$ cat src/rtl/keypad_pkg.sv
// Shared types and constants for the 4x4 keypad scanner.
// key_code layout is {row_idx, col_idx}.
package keypad_pkg;

    localparam int ROWS  = 4;
    localparam int COLS  = 4;
    localparam int ROW_W = $clog2(ROWS);
    localparam int COL_W = $clog2(COLS);
    localparam int KEY_W = ROW_W + COL_W;

    typedef enum logic [1:0] {
        ST_SCAN,
        ST_DEBOUNCE,
        ST_HELD,
        ST_RELEASE
    } state_t;

    // Index of the lowest-numbered row pulled low; 0 when none is low.
    function automatic logic [ROW_W-1:0] lowest_low(input logic [ROWS-1:0] rows);
        lowest_low = '0;
        for (int i = ROWS - 1; i >= 0; i--) begin
            if (!rows[i]) begin
                lowest_low = ROW_W'(i);
            end
        end
    endfunction

endpackage

$ cat src/rtl/keypad_scanner_if.sv
// Keypad matrix lines plus the decoded key outputs.
// master = scanner side, slave = keypad / consumer side.
interface keypad_scanner_if;
    import keypad_pkg::*;

    logic [ROWS-1:0]  row;
    logic [COLS-1:0]  col;
    logic [KEY_W-1:0] key_code;
    logic             key_valid;
    logic             keypad_pressed;

    modport master (
        input  row,
        output col,
        output key_code,
        output key_valid,
        output keypad_pressed
    );

    modport slave (
        output row,
        input  col,
        input  key_code,
        input  key_valid,
        input  keypad_pressed
    );
endinterface

$ cat src/rtl/keypad_sync.sv
// Two-flop synchronizer for the asynchronous row inputs.
// Flops idle high so an unpressed (pulled-up) row reads as released out of reset.
module keypad_sync #(
    parameter int WIDTH = 4
) (
    input  logic             clk,
    input  logic             rst_n,
    input  logic [WIDTH-1:0] d,
    output logic [WIDTH-1:0] q
);

    logic [WIDTH-1:0] meta_reg;
    logic [WIDTH-1:0] sync_reg;

    always_ff @(posedge clk or negedge rst_n) begin
        if (!rst_n) begin
            meta_reg <= '1;
            sync_reg <= '1;
        end else begin
            meta_reg <= d;
            sync_reg <= meta_reg;
        end
    end

    assign q = sync_reg;

endmodule

$ cat src/rtl/keypad_scanner.sv
// Column-scanning 4x4 keypad decoder with tick-paced debounce of press and release.
// Once a key is seen, the column freezes and only the latched row is watched.
module keypad_scanner
    import keypad_pkg::*;
#(
    parameter int SCAN_DIV   = 50000,
    parameter int DEBOUNCE_N = 4
) (
    input  logic               clk,
    input  logic               rst_n,
    keypad_scanner_if.master   kp
);

    localparam int DIV_W = (SCAN_DIV > 1) ? $clog2(SCAN_DIV) : 1;
    localparam int DEB_W = $clog2(DEBOUNCE_N + 1);
    localparam logic [DIV_W-1:0] DIV_LAST = DIV_W'(SCAN_DIV - 1);
    localparam logic [DEB_W-1:0] DEB_MAX  = DEB_W'(DEBOUNCE_N);

    logic [ROWS-1:0]  row_sync;
    logic [DIV_W-1:0] div_reg;
    logic             tick;

    state_t           state_reg, state_next;
    logic [COL_W-1:0] col_sel_reg, col_sel_next;
    logic [ROW_W-1:0] row_idx_reg, row_idx_next;
    logic [DEB_W-1:0] deb_cnt_reg, deb_cnt_next;
    logic [KEY_W-1:0] key_code_reg, key_code_next;
    logic             key_valid_reg, key_valid_next;
    logic             pressed_reg, pressed_next;

    logic             any_low;
    logic             row_hit;
    logic [DEB_W-1:0] deb_inc;
    logic             deb_done;

    keypad_sync #(.WIDTH(ROWS)) u_sync (
        .clk   (clk),
        .rst_n (rst_n),
        .d     (kp.row),
        .q     (row_sync)
    );

    always_ff @(posedge clk or negedge rst_n) begin
        if (!rst_n) begin
            div_reg <= '0;
        end else if (tick) begin
            div_reg <= '0;
        end else begin
            div_reg <= div_reg + 1'b1;
        end
    end

    assign tick     = (div_reg == DIV_LAST);
    assign any_low  = ~&row_sync;
    assign row_hit  = ~row_sync[row_idx_reg];
    // Saturating increment: the counter parks at DEBOUNCE_N instead of wrapping.
    assign deb_inc  = (deb_cnt_reg == DEB_MAX) ? deb_cnt_reg : deb_cnt_reg + 1'b1;
    assign deb_done = (deb_inc == DEB_MAX);

    always_ff @(posedge clk or negedge rst_n) begin
        if (!rst_n) begin
            state_reg     <= ST_SCAN;
            col_sel_reg   <= '0;
            row_idx_reg   <= '0;
            deb_cnt_reg   <= '0;
            key_code_reg  <= '0;
            key_valid_reg <= 1'b0;
            pressed_reg   <= 1'b0;
        end else begin
            state_reg     <= state_next;
            col_sel_reg   <= col_sel_next;
            row_idx_reg   <= row_idx_next;
            deb_cnt_reg   <= deb_cnt_next;
            key_code_reg  <= key_code_next;
            key_valid_reg <= key_valid_next;
            pressed_reg   <= pressed_next;
        end
    end

    always_comb begin
        state_next     = state_reg;
        col_sel_next   = col_sel_reg;
        row_idx_next   = row_idx_reg;
        deb_cnt_next   = deb_cnt_reg;
        key_code_next  = key_code_reg;
        key_valid_next = 1'b0;
        pressed_next   = pressed_reg;

        if (tick) begin
            unique case (state_reg)
                ST_SCAN: begin
                    if (any_low) begin
                        row_idx_next = lowest_low(row_sync);
                        deb_cnt_next = '0;
                        state_next   = ST_DEBOUNCE;
                    end else begin
                        col_sel_next = col_sel_reg + 1'b1;
                    end
                end
                ST_DEBOUNCE: begin
                    if (row_hit) begin
                        deb_cnt_next = deb_inc;
                        if (deb_done) begin
                            state_next     = ST_HELD;
                            key_code_next  = {row_idx_reg, col_sel_reg};
                            key_valid_next = 1'b1;
                            pressed_next   = 1'b1;
                        end
                    end else begin
                        state_next   = ST_SCAN;
                        col_sel_next = col_sel_reg + 1'b1;
                    end
                end
                ST_HELD: begin
                    if (!row_hit) begin
                        deb_cnt_next = '0;
                        state_next   = ST_RELEASE;
                    end
                end
                ST_RELEASE: begin
                    if (row_hit) begin
                        // Bounce during release: back to held without re-announcing the key.
                        deb_cnt_next = '0;
                        state_next   = ST_HELD;
                    end else begin
                        deb_cnt_next = deb_inc;
                        if (deb_done) begin
                            pressed_next = 1'b0;
                            state_next   = ST_SCAN;
                            col_sel_next = col_sel_reg + 1'b1;
                        end
                    end
                end
                default: state_next = ST_SCAN;
            endcase
        end
    end

    wire [COLS-1:0] col_drive;

    for (genvar gi = 0; gi < COLS; gi++) begin : g_col
        assign col_drive[gi] = (col_sel_reg != COL_W'(gi));
    end

    assign kp.col            = col_drive;
    assign kp.key_code       = key_code_reg;
    assign kp.key_valid      = key_valid_reg;
    assign kp.keypad_pressed = pressed_reg;

endmodule

$ cat src/flat_wrapper.sv
// flat-port wrapper written by rule: the top's interface ports become plain ports
module keypad_scanner_flat import keypad_pkg::*;
#(
    parameter int SCAN_DIV   = 50000,
    parameter int DEBOUNCE_N = 4
)
  (clk, rst_n, kp_row, kp_col, kp_key_code, kp_key_valid, kp_keypad_pressed);
  keypad_scanner_if kp_i ();
  input  logic clk;
  input  logic rst_n;
  input wire logic [$bits(kp_i.row)-1:0] kp_row;
  output wire logic [$bits(kp_i.col)-1:0] kp_col;
  output wire logic [$bits(kp_i.key_code)-1:0] kp_key_code;
  output wire logic [$bits(kp_i.key_valid)-1:0] kp_key_valid;
  output wire logic [$bits(kp_i.keypad_pressed)-1:0] kp_keypad_pressed;
  assign kp_i.row = kp_row;
  assign kp_col = kp_i.col;
  assign kp_key_code = kp_i.key_code;
  assign kp_key_valid = kp_i.key_valid;
  assign kp_keypad_pressed = kp_i.keypad_pressed;
  keypad_scanner #(.SCAN_DIV(SCAN_DIV), .DEBOUNCE_N(DEBOUNCE_N)) u_core (.clk(clk), .rst_n(rst_n), .kp(kp_i));
endmodule
$ cat config.mk
export PLATFORM = sky130hd
export DESIGN_NAME = keypad_scanner_flat
export DESIGN_NICKNAME = d
export VERILOG_FILES = /design/src/rtl/keypad_pkg.sv /design/src/rtl/keypad_scanner_if.sv /design/src/rtl/keypad_sync.sv /design/src/rtl/keypad_scanner.sv /design/src/flat_wrapper.sv
export SDC_FILE = /design/constraint.sdc
export NUM_CORES = 1
export LEC_CHECK = 0
export CORE_ASPECT_RATIO = 0.7
export CORE_MARGIN = 2
export CORE_UTILIZATION = 25
export CTS_BUF_LIST = sky130_fd_sc_hd__clkbuf_2 sky130_fd_sc_hd__clkbuf_4 sky130_fd_sc_hd__clkbuf_8
export DETAILED_ROUTE_END_ITERATION = 10
export GPL_TIMING_DRIVEN = 0
export SYNTH_ARGS = -nofsm -noshare
export SYNTH_HDL_FRONTEND = slang
export SYNTH_SLANG_ARGS = --single-unit
$ cat constraint.sdc
create_clock -name clk -period 7.7 [get_ports clk]
set_clock_uncertainty 0.15 [all_clocks]
set_input_delay 2.31 -clock clk [delete_from_list [all_inputs] [get_ports clk]]
set_output_delay 2.31 -clock clk [all_outputs]
set_load 0.03 [all_outputs]
Word-level counts from Yosys, hierarchy flattened
Index checks and enable logic that the tools add are counted.
{"block": "classes", "n_eq_ne": 19, "add_sub_neg": 3, "n_lt_le_gt_ge": 1, "n_mux": 34, "bitwise_logic": 2, "reduce_logical": 11}
{"op": "$mux 2", "n": 14}
{"op": "$add 16x1->16 const B", "n": 1}
{"op": "$eq 16x16->1 const B", "n": 1}
{"op": "$mux 16", "n": 1}
{"op": "$mux 3", "n": 5}
{"op": "$ne 2x1->1 const B", "n": 7}
{"op": "$pmux 3 s4", "n": 1}
{"op": "$reduce_and 4->1", "n": 3}
{"op": "$reduce_and 6->1", "n": 2}
{"op": "$mux 1", "n": 9}
{"op": "$ne 2x2->1 const B", "n": 4}
{"op": "$pmux 2 s4", "n": 1}
{"op": "$eq 3x3->1 const B", "n": 2}
{"op": "$pmux 2 s3", "n": 1}
{"op": "$reduce_and 5->1", "n": 1}
{"op": "$eq 2x2->1 const B", "n": 2}
{"op": "$reduce_bool 2->1", "n": 2}
{"op": "$add 3x1->3 const B", "n": 1}
{"op": "$lt 2x3->1 const B", "n": 1}
{"op": "$ne 3x1->1 const B", "n": 1}
{"op": "$ne 3x2->1 const B", "n": 1}
{"op": "$reduce_and 3->1", "n": 1}
{"op": "$reduce_bool 3->1", "n": 1}
{"op": "$add 2x1->2 const B", "n": 1}
{"op": "5 further kinds", "n": 6}
{"block": "word_totals", "out_inout_bits": 10, "inputBits": 6, "elab_cells": 80, "ff_bits": 39}

Longest topological paths before layout
{"block": "logic_depth", "word_depth": 7, "depth_mapped": 6, "ltp_nobuf": 6}

By module
A second synthesis with hierarchy kept.
{"block": "unflattened", "cells_unflattened": 177, "area_unflattened_um2": 1939.4}
{"module": "keypad_scanner", "cells_each": 169, "seq_area_each_um2": 775.7, "area_per_inst_um2": 1729.2, "instances": 1}
{"module": "keypad_sync", "cells_each": 8, "seq_area_each_um2": 210.2, "area_per_inst_um2": 210.2, "instances": 1}

Least setup slack after synthesis
OpenSTA, ideal clock, no wires.
{"block": "synth_path", "path_type": "register to output", "startpoint": "register u_core.col_sel_reg[0]", "endpoint": "output port kp_col[0]", "path_buffers": 0, "arrival_time_ns": 0.824, "setup_slack_ns": 4.416, "path_stages_with_launch": 4, "required_time_ns": 5.240, "path_cell_list": "dfrtp_1 -> inv_1 -> ha_1 -> inv_1"}
{"block": "synth_between", "elab_chain_cells": 1}
{"element": "start, declared", "line": "keypad_scanner.sv:24", "text": "logic [COL_W-1:0] col_sel_reg, col_sel_next;"}
{"element": "start signal, assigned", "line": "keypad_scanner.sv:71", "text": "col_sel_reg <= col_sel_next;"}
{"element": "$reduce_bool 2->1", "line": "keypad_scanner.sv:142", "text": "assign col_drive[gi] = (col_sel_reg != COL_W'(gi));"}
{"element": "end, declared", "line": "flat_wrapper.sv:12", "text": "output wire logic [$bits(kp_i.col)-1:0] kp_col;"}
Every way passes these cells.

Final worst setup path
Ends and elaborated chain as after synthesis.

==> flow_summary.json <==
{
  "status": "finished, final reports clean",
  "fillCellCount": 815,
  "post_drt_via_cell_ratio": 4.59,
  "worstPathArrival_ns": 1.69,
  "syn_avg_cell_area_um2": 11.3,
  "slew_viol_final": 0,
  "grt_util_all_layers_pct": 9.18,
  "rows": 27,
  "max_freq_mhz": 241,
  "clock_sinks": 39,
  "hp-class": "flip-flop to flip-flop",
  "vias": 1381,
  "setup_viol": 0,
  "grt_start_max_net_pins": 40,
  "cts_setup_buffers": 0,
  "clkSlewWorstSetupHoldPaths_ns": 0.08,
  "grt.overflow.total": 0,
  "worst_pin_slew_ns": 0.859,
  "route.detailed.wl_per_inst_um": 12.3,
  "maxSlewHeadroom_pct": 42.7,
  "start_util_pct": 25.5,
  "syn2layout_area_growth_pct": 19.3,
  "drive_above_1_share_pct": 18.0,
  "mappedNetlistArea_mm2": 0.00199,
  "synth-edff-count": 0,
  "antenna_found_initial": 0,
  "num_io_pins": 16,
  "cts_tree": "built",
  "period_needed_ns": 4.15,
  "reg2reg_depth": 6,
  "clk_latency_ns": 0.30,
  "ys_ff_latch": 39,
  "synth_nets": 190,
  "worst-setup-path-type": "flip-flop to output port",
  "die_h_um": 78.7,
  "cts_buffers": 5,
  "drtAntennaViolNets": 0,
  "post-route-period-util_pct": 53.9,
  "largest_reg_flops": 16,
  "leakagePower_nw": 0.975,
  "synthArstFlopShare_pct": 100,
  "yosys_warnings": 0,
  "dp_cells": 293,
  "cts_max_level": 2,
  "ys_seq_area_share_pct": 49.5,
  "place.gp.congestion": 0.836,
  "dp_hpwl_mm": 2.64,
  "irDropWorstVdd_mv": 0.0647,
  "fin_ws_ns": 3.55,
  "grt_pass1_vias": 1282,
  "power_density_mw_per_mm2": 165,
  "cts_resized": 0,
  "num-nets-final": 212,
  "preCtsSetupSlack_ns": 3.84,
  "syn_inst": 177,
  "drt_iter0_drc": 73,
  "grt_pass1_wl_mm": 6.40,
  "port_buffers": 15,
  "timing_hold_violations_final": 0,
  "fin_util_pct": 30.4,
  "path_max_fanout": 4,
  "layout_common_cells": "dfrtp_1 (31), clkdlybuf4s50_1 (14), inv_1 (12), nor2_1 (11), xnor2_1 (10)",
  "final_common_cell": "dfrtp_1",
  "instances_no_fill": 301,
  "clockBufferDepth": 2,
  "drt-pass1-iter-count": 4,
  "core_area_mm2": 0.00780,
  "ys.flop_type": "dfrtp_1",
  "die-area_mm2": 0.00871,
  "cp-start-kind": "flip-flop",
  "end_kind": "output port",
  "ys_types": 53,
  "rsz0062_at_grt": "false",
  "setup_tns_ns": 0,
  "cap_violations": 0,
  "holdBufCountCts": 0,
  "drc": 0,
  "die_x_um": 111,
  "hold_depth": 0,
  "antenna_cells": 0,
  "r2r_slack_ns": 4.97,
  "routed_wl_mm": 3.71,
  "required_ns": 5.24,
  "clockRootBuffer": "clkbuf_8"
}
## kinds of logic after synthesis
family                   after synthesis  share of synthesized area [%]
flip-flops                            39                           49.5
buffers and inverters                 18                           3.77
AND/OR/NAND/NOR                       65                           20.7
AO/OA/AOI/OAI                         27                           10.9
XOR/XNOR                              15                           6.60
adder cells (fa/ha/maj)                7                           4.40
multiplexers                           6                           4.15
## per-stage QoR
| step | cell area, um2 | hold slack (ns) | power [mW] |
|---|---|---|---|
| detailed placement | 2260 | 0.197 | 0.224 |
| finish | 2380 | 0.209 | 0.392 |
| global placement | 2270 | 0.197 | 0.224 |
| floorplan | 1990 | 0.195 | 0.217 |
| global route | 2380 | 0.212 | 0.407 |
| CTS | 2380 | 0.209 | 0.398 |
## final timing paths
check,from,to
min,u_core.u_sync.meta_reg[1],u_core.u_sync.q[1]
max reg2reg,u_core.deb_cnt_reg[0],u_core.kp.key_code[3]
min reg2reg,u_core.u_sync.meta_reg[1],u_core.u_sync.q[1]
max,u_core.col_sel_reg[0],kp_col[0]
max in group asynchronous,rst_n,u_core.col_sel_reg[0]
min in group asynchronous,rst_n,u_core.div_reg[2]
## per-layer routing
| metal | GRT usage, % | share of wire [%] | up-vias |
|---|---|---|---|
| li1 | - | - | 685 |
| met1 | 13.5 | 54 | 654 |
| met2 | 12.0 | 39 | 37 |
| met3 | 3.32 | 5.8 | 5 |
| met4 | 3.38 | 1.2 | 0 |
| met5 | 0 | 0 | - |
## worst max-delay path, stage by stage, from the launching register on
cell             delay [ns]
dfrtp_1                0.40
inv_1                  0.10
ha_1                   0.20
inv_1                  0.04
clkdlybuf4s50_1        0.66
## cells in the mapped netlist, drive strengths merged, types with 2 or more instances
cell / number / area, um2
nand2: 9 / 33.8
inv: 12 / 45.0
nand2b: 2 / 12.5
buf: 2 / 15.0
nor2b: 2 / 12.5
and3: 3 / 20.0
and4bb: 2 / 25.0
xor2: 5 / 43.8
and4: 3 / 27.5
nor2: 11 / 41.3
nand4: 8 / 56.3
nand3: 7 / 35.0
dfrtp: 31 / 776
a21oi: 4 / 20.0
or2b: 2 / 17.5
dfstp: 8 / 210
nor4: 4 / 40.0
a31oi: 5 / 31.3
xnor2: 10 / 87.6
nor3: 3 / 15.0
mux2: 5 / 60.1
clkbuf: 4 / 15.0
o21ai: 6 / 30.0
ha: 7 / 87.6
## where the power goes
| group | leakage (nW) | total [mW] | internal, mW | switching, mW |
|---|---|---|---|---|
| clock network | 0.0581 | 0.172 | 0.0965 | 0.0755 |
| registers | 0.503 | 0.210 | 0.209 | 0.00143 |
| logic | 0.414 | 0.00983 | 0.00338 | 0.00645 |
| total | 0.975 | 0.392 | 0.308 | 0.0834 |
## final cells by class
cell class | instances | area (um2) | share of cell area (%)
Tap cell | 101 | 126 | 5.32
Clock inverter | 3 | 43.8 | 1.84
Timing Repair Buffer | 15 | 145 | 6.11
Sequential cell | 39 | 986 | 41.5
Buffer | 6 | 30.0 | 1.26
Clock buffer | 5 | 68.8 | 2.90
Multi-Input combinational cell | 120 | 931 | 39.2
Inverter | 12 | 45.0 | 1.90
Note: power is estimated with default switching activity, not from simulation.
